File: config.mk
export PLATFORM = sky130hd
export DESIGN_NAME = fir_sweep_ctrl
export DESIGN_NICKNAME = d
export VERILOG_FILES = /design/src/rtl/fir_sweep_pkg.sv /design/src/rtl/signed_max_tree.sv /design/src/rtl/fir_sweep_ctrl.sv
export SDC_FILE = /design/constraint.sdc
export NUM_CORES = 1
export LEC_CHECK = 0
export CAP_MARGIN = 30
export CORE_ASPECT_RATIO = 1.4
export CORE_MARGIN = 4
export CORE_UTILIZATION = 30
export DETAILED_ROUTE_END_ITERATION = 7
export PLACE_DENSITY = 0.59
export SYNTH_ARGS = -nofsm -noshare
export SYNTH_HDL_FRONTEND = slang
export SYNTH_HIERARCHICAL = 1
export SYNTH_SLANG_ARGS = --single-unit
File: constraint.sdc
create_clock -name clk -period 3.8 [get_ports clk]
set_clock_uncertainty 0.2 [all_clocks]
set_input_delay 0.76 -clock clk [delete_from_list [all_inputs] [get_ports clk]]
set_output_delay 0.76 -clock clk [all_outputs]
set_load 0.005 [all_outputs]
File: src/rtl/fir_sweep_pkg.sv
// Shared types and elaboration helpers for the FIR frequency-sweep sequencer.
// Contents: sweep state encoding, counter-width helper, parameter legality check.
package fir_sweep_pkg;

    typedef enum logic [2:0] {
        S_IDLE    = 3'd0,
        S_FETCH   = 3'd1,
        S_LOAD    = 3'd2,
        S_SETTLE  = 3'd3,
        S_MEASURE = 3'd4,
        S_REPORT  = 3'd5
    } state_e;

    // Width of a counter that must hold 0..max_val (never narrower than 1 bit).
    function automatic int unsigned cnt_w(input int unsigned max_val);
        return (max_val < 1) ? 1 : $clog2(max_val + 1);
    endfunction

    // True when the sequencer parameters describe a runnable sweep.
    function automatic bit params_ok(input int unsigned lanes,
                                     input int unsigned num_sections,
                                     input int unsigned settle_cycles,
                                     input int unsigned window_cycles);
        return (lanes >= 1) && (num_sections >= 2) &&
               (settle_cycles >= 1) && (window_cycles >= 1);
    endfunction

endpackage

File: src/rtl/signed_max_tree.sv
// Combinational signed maximum over LANES values of OUT_W bits each.
// Ports: i_vals - packed lane values (two's complement); o_max_c - largest lane value.
module signed_max_tree
    import fir_sweep_pkg::*;
#(
    parameter int unsigned LANES = 2,
    parameter int unsigned OUT_W = 40
) (
    input  logic [LANES-1:0][OUT_W-1:0] i_vals,
    output logic signed [OUT_W-1:0]     o_max_c
);

    // Linear compare chain; lane counts in use are small.
    logic signed [OUT_W-1:0] w_chain [LANES];

    assign w_chain[0] = $signed(i_vals[0]);

    for (genvar g = 1; g < LANES; g++) begin : g_stage
        assign w_chain[g] = ($signed(i_vals[g]) > w_chain[g-1]) ? $signed(i_vals[g])
                                                                 : w_chain[g-1];
    end

    assign o_max_c = w_chain[LANES-1];

endmodule

File: src/rtl/fir_sweep_ctrl.sv
// Frequency-response sweep sequencer for the L-parallel FIR datapath.
// Per section: fetch stimulus from LUT, drive it on every lane, settle, track the
// signed peak over all lane outputs for WINDOW_CYCLES+1 cycles, then report it.
// Ports: clk/rst_n clock and async active-low reset; start/abort control;
//        lut_addr/lut_data stimulus LUT; fir_inp/fir_outp FIR lanes;
//        res_valid/res_ready/res_section/res_peak result channel; busy/done status.
module fir_sweep_ctrl
    import fir_sweep_pkg::*;
#(
    parameter int unsigned LANES         = 2,
    parameter int unsigned IN_W          = 16,
    parameter int unsigned OUT_W         = 40,
    parameter int unsigned NUM_SECTIONS  = 27,
    parameter int unsigned SETTLE_CYCLES = 340,
    parameter int unsigned WINDOW_CYCLES = 2000
) (
    input  logic                                clk,
    input  logic                                rst_n,
    input  logic                                start,
    input  logic                                abort,
    output logic [$clog2(NUM_SECTIONS)-1:0]     lut_addr,
    input  logic signed [IN_W-1:0]              lut_data,
    output logic [LANES-1:0][IN_W-1:0]          fir_inp,
    input  logic [LANES-1:0][OUT_W-1:0]         fir_outp,
    output logic                                res_valid,
    input  logic                                res_ready,
    output logic [$clog2(NUM_SECTIONS)-1:0]     res_section,
    output logic signed [OUT_W-1:0]             res_peak,
    output logic                                busy,
    output logic                                done
);

    localparam int unsigned SEC_W   = $clog2(NUM_SECTIONS);
    localparam int unsigned CNT_MAX = (SETTLE_CYCLES > WINDOW_CYCLES) ? SETTLE_CYCLES
                                                                      : WINDOW_CYCLES;
    localparam int unsigned CNT_W   = cnt_w(CNT_MAX);

    if (!params_ok(LANES, NUM_SECTIONS, SETTLE_CYCLES, WINDOW_CYCLES)) begin : g_param_check
        $error("fir_sweep_ctrl: illegal parameter set");
    end

    state_e                     r_state, w_state_nxt;
    logic [SEC_W-1:0]           r_section, w_section_nxt;
    logic [CNT_W-1:0]           r_cnt, w_cnt_nxt;
    logic signed [OUT_W-1:0]    r_peak, w_peak_nxt;
    logic [LANES-1:0][IN_W-1:0] r_fir, w_fir_nxt;
    logic [SEC_W-1:0]           r_lut_addr, w_lut_addr_nxt;
    logic                       r_res_valid, w_res_valid_nxt;
    logic [SEC_W-1:0]           r_res_section, w_res_section_nxt;
    logic signed [OUT_W-1:0]    r_res_peak, w_res_peak_nxt;
    logic                       r_busy, w_busy_nxt;
    logic                       r_done, w_done_nxt;

    logic signed [OUT_W-1:0]    w_lane_max;
    logic signed [OUT_W-1:0]    w_peak_max;
    logic signed [OUT_W-1:0]    w_peak_upd;
    logic [1:0][OUT_W-1:0]      w_peak_pair;

    // Max across lanes this cycle, then folded into the running peak.
    signed_max_tree #(.LANES(LANES), .OUT_W(OUT_W)) u_lane_max (
        .i_vals  (fir_outp),
        .o_max_c (w_lane_max)
    );

    assign w_peak_pair = {r_peak, w_lane_max};

    signed_max_tree #(.LANES(2), .OUT_W(OUT_W)) u_peak_max (
        .i_vals  (w_peak_pair),
        .o_max_c (w_peak_max)
    );

    // First window cycle seeds the peak so a stale value never leaks across sections.
    assign w_peak_upd = (r_cnt == '0) ? w_lane_max : w_peak_max;

    // State register.
    always_ff @(posedge clk or negedge rst_n) begin
        if (!rst_n) r_state <= S_IDLE;
        else        r_state <= w_state_nxt;
    end

    // Next-state and next-output logic.
    always_comb begin
        w_state_nxt       = r_state;
        w_section_nxt     = r_section;
        w_cnt_nxt         = r_cnt;
        w_peak_nxt        = r_peak;
        w_fir_nxt         = r_fir;
        w_lut_addr_nxt    = r_lut_addr;
        w_res_section_nxt = r_res_section;
        w_res_peak_nxt    = r_res_peak;
        w_done_nxt        = 1'b0;

        case (r_state)
            S_IDLE: begin
                if (start) begin
                    w_state_nxt    = S_FETCH;
                    w_section_nxt  = SEC_W'(1);
                    w_lut_addr_nxt = SEC_W'(1);
                end
            end
            S_FETCH: begin
                w_state_nxt = S_LOAD;
            end
            S_LOAD: begin
                w_fir_nxt   = {LANES{lut_data}};
                w_cnt_nxt   = '0;
                w_state_nxt = S_SETTLE;
            end
            S_SETTLE: begin
                if (r_cnt == CNT_W'(SETTLE_CYCLES - 1)) begin
                    w_cnt_nxt   = '0;
                    w_state_nxt = S_MEASURE;
                end else begin
                    w_cnt_nxt = r_cnt + CNT_W'(1);
                end
            end
            S_MEASURE: begin
                w_peak_nxt = w_peak_upd;
                if (r_cnt == CNT_W'(WINDOW_CYCLES)) begin
                    w_cnt_nxt         = '0;
                    w_res_section_nxt = r_section;
                    w_res_peak_nxt    = w_peak_upd;
                    w_state_nxt       = S_REPORT;
                end else begin
                    w_cnt_nxt = r_cnt + CNT_W'(1);
                end
            end
            S_REPORT: begin
                if (res_ready) begin
                    if (r_section == SEC_W'(NUM_SECTIONS - 1)) begin
                        w_done_nxt    = 1'b1;
                        w_section_nxt = SEC_W'(1);
                        w_state_nxt   = S_IDLE;
                    end else begin
                        w_section_nxt  = r_section + SEC_W'(1);
                        w_lut_addr_nxt = r_section + SEC_W'(1);
                        w_state_nxt    = S_FETCH;
                    end
                end
            end
            default: begin
                w_state_nxt = S_IDLE;
            end
        endcase

        // Abort overrides everything outside IDLE, including a same-cycle handshake.
        if (abort && (r_state != S_IDLE)) begin
            w_state_nxt    = S_IDLE;
            w_section_nxt  = SEC_W'(1);
            w_cnt_nxt      = '0;
            w_fir_nxt      = '0;
            w_lut_addr_nxt = '0;
            w_done_nxt     = 1'b0;
        end

        w_busy_nxt      = (w_state_nxt != S_IDLE);
        w_res_valid_nxt = (w_state_nxt == S_REPORT);
    end

    // Datapath and output registers.
    always_ff @(posedge clk or negedge rst_n) begin
        if (!rst_n) begin
            r_section     <= SEC_W'(1);
            r_cnt         <= '0;
            r_peak        <= '0;
            r_fir         <= '0;
            r_lut_addr    <= '0;
            r_res_valid   <= 1'b0;
            r_res_section <= '0;
            r_res_peak    <= '0;
            r_busy        <= 1'b0;
            r_done        <= 1'b0;
        end else begin
            r_section     <= w_section_nxt;
            r_cnt         <= w_cnt_nxt;
            r_peak        <= w_peak_nxt;
            r_fir         <= w_fir_nxt;
            r_lut_addr    <= w_lut_addr_nxt;
            r_res_valid   <= w_res_valid_nxt;
            r_res_section <= w_res_section_nxt;
            r_res_peak    <= w_res_peak_nxt;
            r_busy        <= w_busy_nxt;
            r_done        <= w_done_nxt;
        end
    end

    assign lut_addr    = r_lut_addr;
    assign fir_inp     = r_fir;
    assign res_valid   = r_res_valid;
    assign res_section = r_res_section;
    assign res_peak    = r_res_peak;
    assign busy        = r_busy;
    assign done        = r_done;

endmodule

-- Yosys cells after proc, flatten, opt, wreduce, memory -nomap -nowiden
Cells that the tools add are included.
- equality and inequality tests: 12
- muxes and demuxes: 29
- reduce and logical (&&, ||, !) cells: 11
- $lt $le $gt $ge: 2
- add/subtract/negate cells: 2
- operator list (operator ; number):
    $mux W40 ; 3
    $gt A40 B40 Y1 ; 2
    $mux W32 ; 2
    $mux W5 ; 7
    $mux W11 ; 3
    $pmux W11 S3 ; 1
    $pmux W5 S2 ; 2
    $pmux W3 S6 ; 1
    $mux W3 ; 5
    $add A11 B1 Y11 const B ; 1
    $eq A11 B11 Y1 const B ; 1
    $eq A11 B9 Y1 const B ; 1
    $logic_not A11 Y1 ; 1
    $eq A3 B3 Y1 const B ; 3
    $ne A3 B3 Y1 const B ; 3
    $reduce_bool A3 Y1 ; 3
    $eq A3 B2 Y1 const B ; 2
    $add A5 B1 Y5 const B ; 1
    $eq A5 B5 Y1 const B ; 1
    $mux W1 ; 5
    $reduce_and A4 Y1 ; 1
    $reduce_bool A4 Y1 ; 1
    $eq A3 B1 Y1 const B ; 1
    $logic_not A3 Y1 ; 1
    other kinds (4) ; 4
- input port bits: 101
- output and inout port bits: 85
- flip-flop bits (word level): 144
- word-level logic and storage cells: 68

-- Depth between registers and ports, before layout
- depth after elaboration: 6
- depth in mapped cells: 27
- mapped depth without buffers: 20

-- Modules after synthesis
Netlist, hierarchy kept.
- by module, submodules not included (module ; times used ; area an instance (µm²) ; sequential area each (µm²) ; cells an instance):
    fir_sweep_ctrl ; 1 ; 5632.9 ; 3204.3 ; 559
    signed_max_tree ; 2 ; 2245.9 ; 0.0 ; 346

-- Least setup slack after synthesis
Ideal clock, no wire load.
- kind: input to register
- start point: input fir_outp[9] (netlist bit)
- end point: register r_peak[30]
- arrival time: 5360 ps
- library setup time: 137 ps
- stages: 24
- required time: 3463 ps
- path slack: -1897 ps
- buffers on the path: 4
- cell sequence: inv_1 ha_1 a21o_1 a21o_1 a2111o_1 o31a_1 nor3_1 clkbuf_1 a221oi_1 a21oi_1 inv_1 ha_1 a21o_1 a21o_1 a2111o_1 o31a_1 or2_1 buf_4 buf_6 buf_6 a31oi_1 a21oi_1 mux2i_1 a21oi_1
- longest elaborated chain between the ends: 5
- ends and longest elaborated chain (element ; RTL line ; source):
    start: declaration ; fir_sweep_ctrl.sv:24 ; input logic [LANES-1:0][OUT_W-1:0] fir_outp,
    $gt A40 B40 Y1 ; signed_max_tree.sv:19 ; assign w_chain[g] = ($signed(i_vals[g]) > w_chain[g-1]) ? $signed(i_vals[g])
    $mux W40 * ; signed_max_tree.sv:19 ;
    via w_lane_max[9] ; fir_sweep_ctrl.sv:54 ; logic signed [OUT_W-1:0] w_lane_max;
    $gt A40 B40 Y1 * ; signed_max_tree.sv:19 ;
    $mux W40 * ; signed_max_tree.sv:19 ;
    via w_peak_max[30] ; fir_sweep_ctrl.sv:55 ; logic signed [OUT_W-1:0] w_peak_max;
    $mux W40 * ; fir_sweep_ctrl.sv:73 ; assign w_peak_upd = (r_cnt == '0) ? w_lane_max : w_peak_max;
    end signal: assignment ; fir_sweep_ctrl.sv:176 ; r_peak <= w_peak_nxt;
    end: declaration ; fir_sweep_ctrl.sv:45 ; logic signed [OUT_W-1:0] r_peak, w_peak_nxt;
Mark *: on every way through the listed nets, which the timed path passes. The rest lies on a longest branch.
A chain may end at the register's enable or synchronous reset.

-- Worst setup path after layout
- start point: input fir_outp[72] (netlist bit)
- end point: register r_peak[1]
- longest elaborated chain between the ends: 5
- ends and longest elaborated chain (element ; RTL line):
    $gt A40 B40 Y1 ; signed_max_tree.sv:19
    $mux W40 ; signed_max_tree.sv:19
    via w_lane_max[9] ; fir_sweep_ctrl.sv:54
    $gt A40 B40 Y1 ; signed_max_tree.sv:19
    $mux W40 ; signed_max_tree.sv:19
    via w_peak_max[1] ; fir_sweep_ctrl.sv:55
    $mux W40 ; fir_sweep_ctrl.sv:73
The timed path passes the listed nets, and every way through them passes these cells.

==> qor.yml <==
sta:
  setup_slack_ps: -1940
  period_share: 1.51
  fmax_mhz: 174
  tightest_slew_ps: 815
  fin_tns_setup_ps: -147300
  drv_slew: 0
  rsz0062_at_grt: "true"
  hold_viol: 0
  finalCriticalPeriod_ps: 5740
  setup_viol: 80
  whs_ps: 204
  relSlewSlack: 0.457
logic_synthesis:
  synth_area_per_cell_um2: 8.09
  async_reset_ff_frac: 1.00
  synth-main-ff-cell: "dfrtp_1"
  synth_edf_count: 0
  ys_seq_elements: 128
  yosysTopAreaCell: "dfrtp_1"
  yosys-top-cells-count: "216 x a21oi_1, 127 x dfrtp_1, 99 x o21ai_0"
  synth_nets: 1436
  yosys-top-cells-area: "dfrtp_1 31%, a21oi_1 11%, ha_1 10%"
  yosysSeqAreaShare: 0.316
  yosysWarnings: 6
  netlist_area_um2: 10100
  yosysUniqueCellTypes: 56
  synthesis.instances: 1251
  yosysMostFrequentCell: "a21oi_1"
  synthDominantCellAreaShare: 0.314
floorplanning:
  rows: 79
  coreArea_um2: 33300
  die_w_um: 163
  dieHeight_um: 225
  initial_core_util: 0.304
  ios: 186
  die_area_um2: 36800
clocking:
  cts_root_buffer: "clkbuf_16"
  ctsHoldBuffers: 0
  path_clk_slew_ps: 60
  htreeDepth: 4
  clock_latency_ps: 430
  cts_tree: "built"
  clockBufferDepth: 2
  cts_inserted_buffers: 17
  clock_sinks: 128
global_routing:
  grt.total_usage: 0.204
  antenna_found_initial: 0
  grt_pass1_vias: 11961
  grt_pass1_wl_um: 61500
  grt_max_degree: 84
  grt_overflow: 0
setup_path:
  critPathKind: "primary input to flop"
  reg2reg_depth: 13
  cp.arrival_ps: 5810
  cp_max_fo: 7
  r2r_end: "r_peak[1]$_DFFE_PN0N_"
  r2r_setup_slack_ps: 340
  startpoint: "fir_outp[72]"
  critPathLaunchType: "primary input"
  critical_path_required_ps: 3870
  crit_path_end_kind: "flop"
  r2r_start: "r_peak[11]$_DFFE_PN0N_"
cells_and_area:
  nNetsFinal: 1856
  area_growth_syn_to_layout_pct: 72.4
  drive_gt1_frac: 0.407
  diodes: 0
drt:
  drtIter0Drc: 850
  firstDrtPassIters: 5
  drt-total-wl_um: 40700
  drc: 0
  vias_per_cell: 5.56
  num_vias: 11834
  ant_nets: 0
  wire_per_inst_um: 19.1
placement:
  port_buffers: 185
  dp_hpwl_um: 24200
  dpl_worst_slack_ps: -2810
  gp_congestion: 0.890
pwr:
  finalPower_mw: 10.4
  ir_worst_vdd_v: 0.000377
  leakage_nw: 7.21
  p_per_area_nw_per_um2: 593
status:
  violations: "negative setup slack"
  status: "complete, but fails checks"
min_path:
  hold_class: "primary input to async pin"
flow_run:
  maxCapViolations: 0
-- final cells by class --
cell class                 instances  area, um^2
timing repair buffer             517        4880
fill                            2913       15900
inverter                          97         374
clock buffer                      18         429
tap                              445         557
sequential                       128        3200
multi-input combinational        910        7850
clock inverter                    13         161
-- repair_timing --
action	in CTS	in global routing
setup endpoints to repair	80	80
gates resized for setup	420	183
pin swaps	116	115
buffers inserted	86	28
gates cloned	13	6
hold endpoints to repair	0	0
-- stage by stage --
stage          area (um^2)   util  instances
6_report             17500  0.524       2128
5_1_grt              17500  0.524       2128
4_1_cts              16300  0.490       2099
3_5_place_dp         13800  0.414       1969
3_3_place_gp         13800  0.413       1968
2_1_floorplan        10300      -       1251
-- layer usage --
layer	global-route usage	part of all wire	up-vias	wire length, um
met2	0.340	0.49	498	19800
met5	0	0	-	0
met4	0.102	0.047	0	1920
li1	-	-	5504	-
met3	0.0446	0.068	131	2790
met1	0.248	0.40	5701	16200
-- layout by cell type (no fill, tap or decap), drive strengths merged, types with 61 or more instances in the layout --
| cell type | n |
|---|---|
| buf | 367 |
| ha | 84 |
| a221oi | 82 |
| nand2 | 61 |
| dfrtp | 127 |
| a31oi | 85 |
| clkdlybuf4s50 | 112 |
| inv | 99 |
| a21oi | 216 |
| o21ai | 102 |
| nor2 | 97 |
-- cell families after synthesis --
kind of cell,Yosys count,share of synthesized area
flops,128,0.316
compound gates,522,0.312
fa+ha+maj,84,0.104
xor+xnor,6,0.00519
mux,48,0.0482
simple gates,248,0.116
buf+inv,215,0.0987
-- power breakdown --
group | switching [mW] | total, mW | internal, mW
Sequential | 0.395 | 2.02 | 1.62
Combinational | 3.32 | 6.67 | 3.35
Clock | 0.642 | 1.67 | 1.03
Total | 4.35 | 10.4 | 6.00
-- worst max-delay path by stage --
stage               slack (ps)  depth (start not counted)                     end
floorplan                -1470                         24  r_peak[30]$_DFFE_PN0N_
global placement         -2770                         25  r_peak[33]$_DFFE_PN0N_
detailed placement       -2810                         25  r_peak[29]$_DFFE_PN0N_
CTS                      -1630                         23  r_peak[15]$_DFFE_PN0N_
global route             -2110                         27   r_peak[1]$_DFFE_PN0N_
finish                   -1940                         26   r_peak[1]$_DFFE_PN0N_
-- registers in the layout, summed over array words and instances (netlist names) --
register	cells
busy	1
done	1
fir_inp	16
lut_addr	5
r_cnt	11
r_peak	40
r_section	5
r_state	3
res_peak	40
res_section	5
res_valid	1
-- critical path, cell delays in order --
cell	delay, ps
buf_6	120
ha_4	250
nand4_1	170
buf_4	200
nor4_4	340
buf_4	180
o21a_1	110
o31a_1	200
buf_4	150
or2_4	210
buf_8	180
a31oi_4	100
a21oi_4	220
inv_2	70
ha_4	220
a21o_1	190
a21o_1	160
a2111o_1	400
o31a_1	320
or2_4	370
buf_6	170
buf_16	150
a31oi_2	200
a21oi_2	90
mux2i_2	190
a21oi_1	100
(Power assumes the default switching activity.)
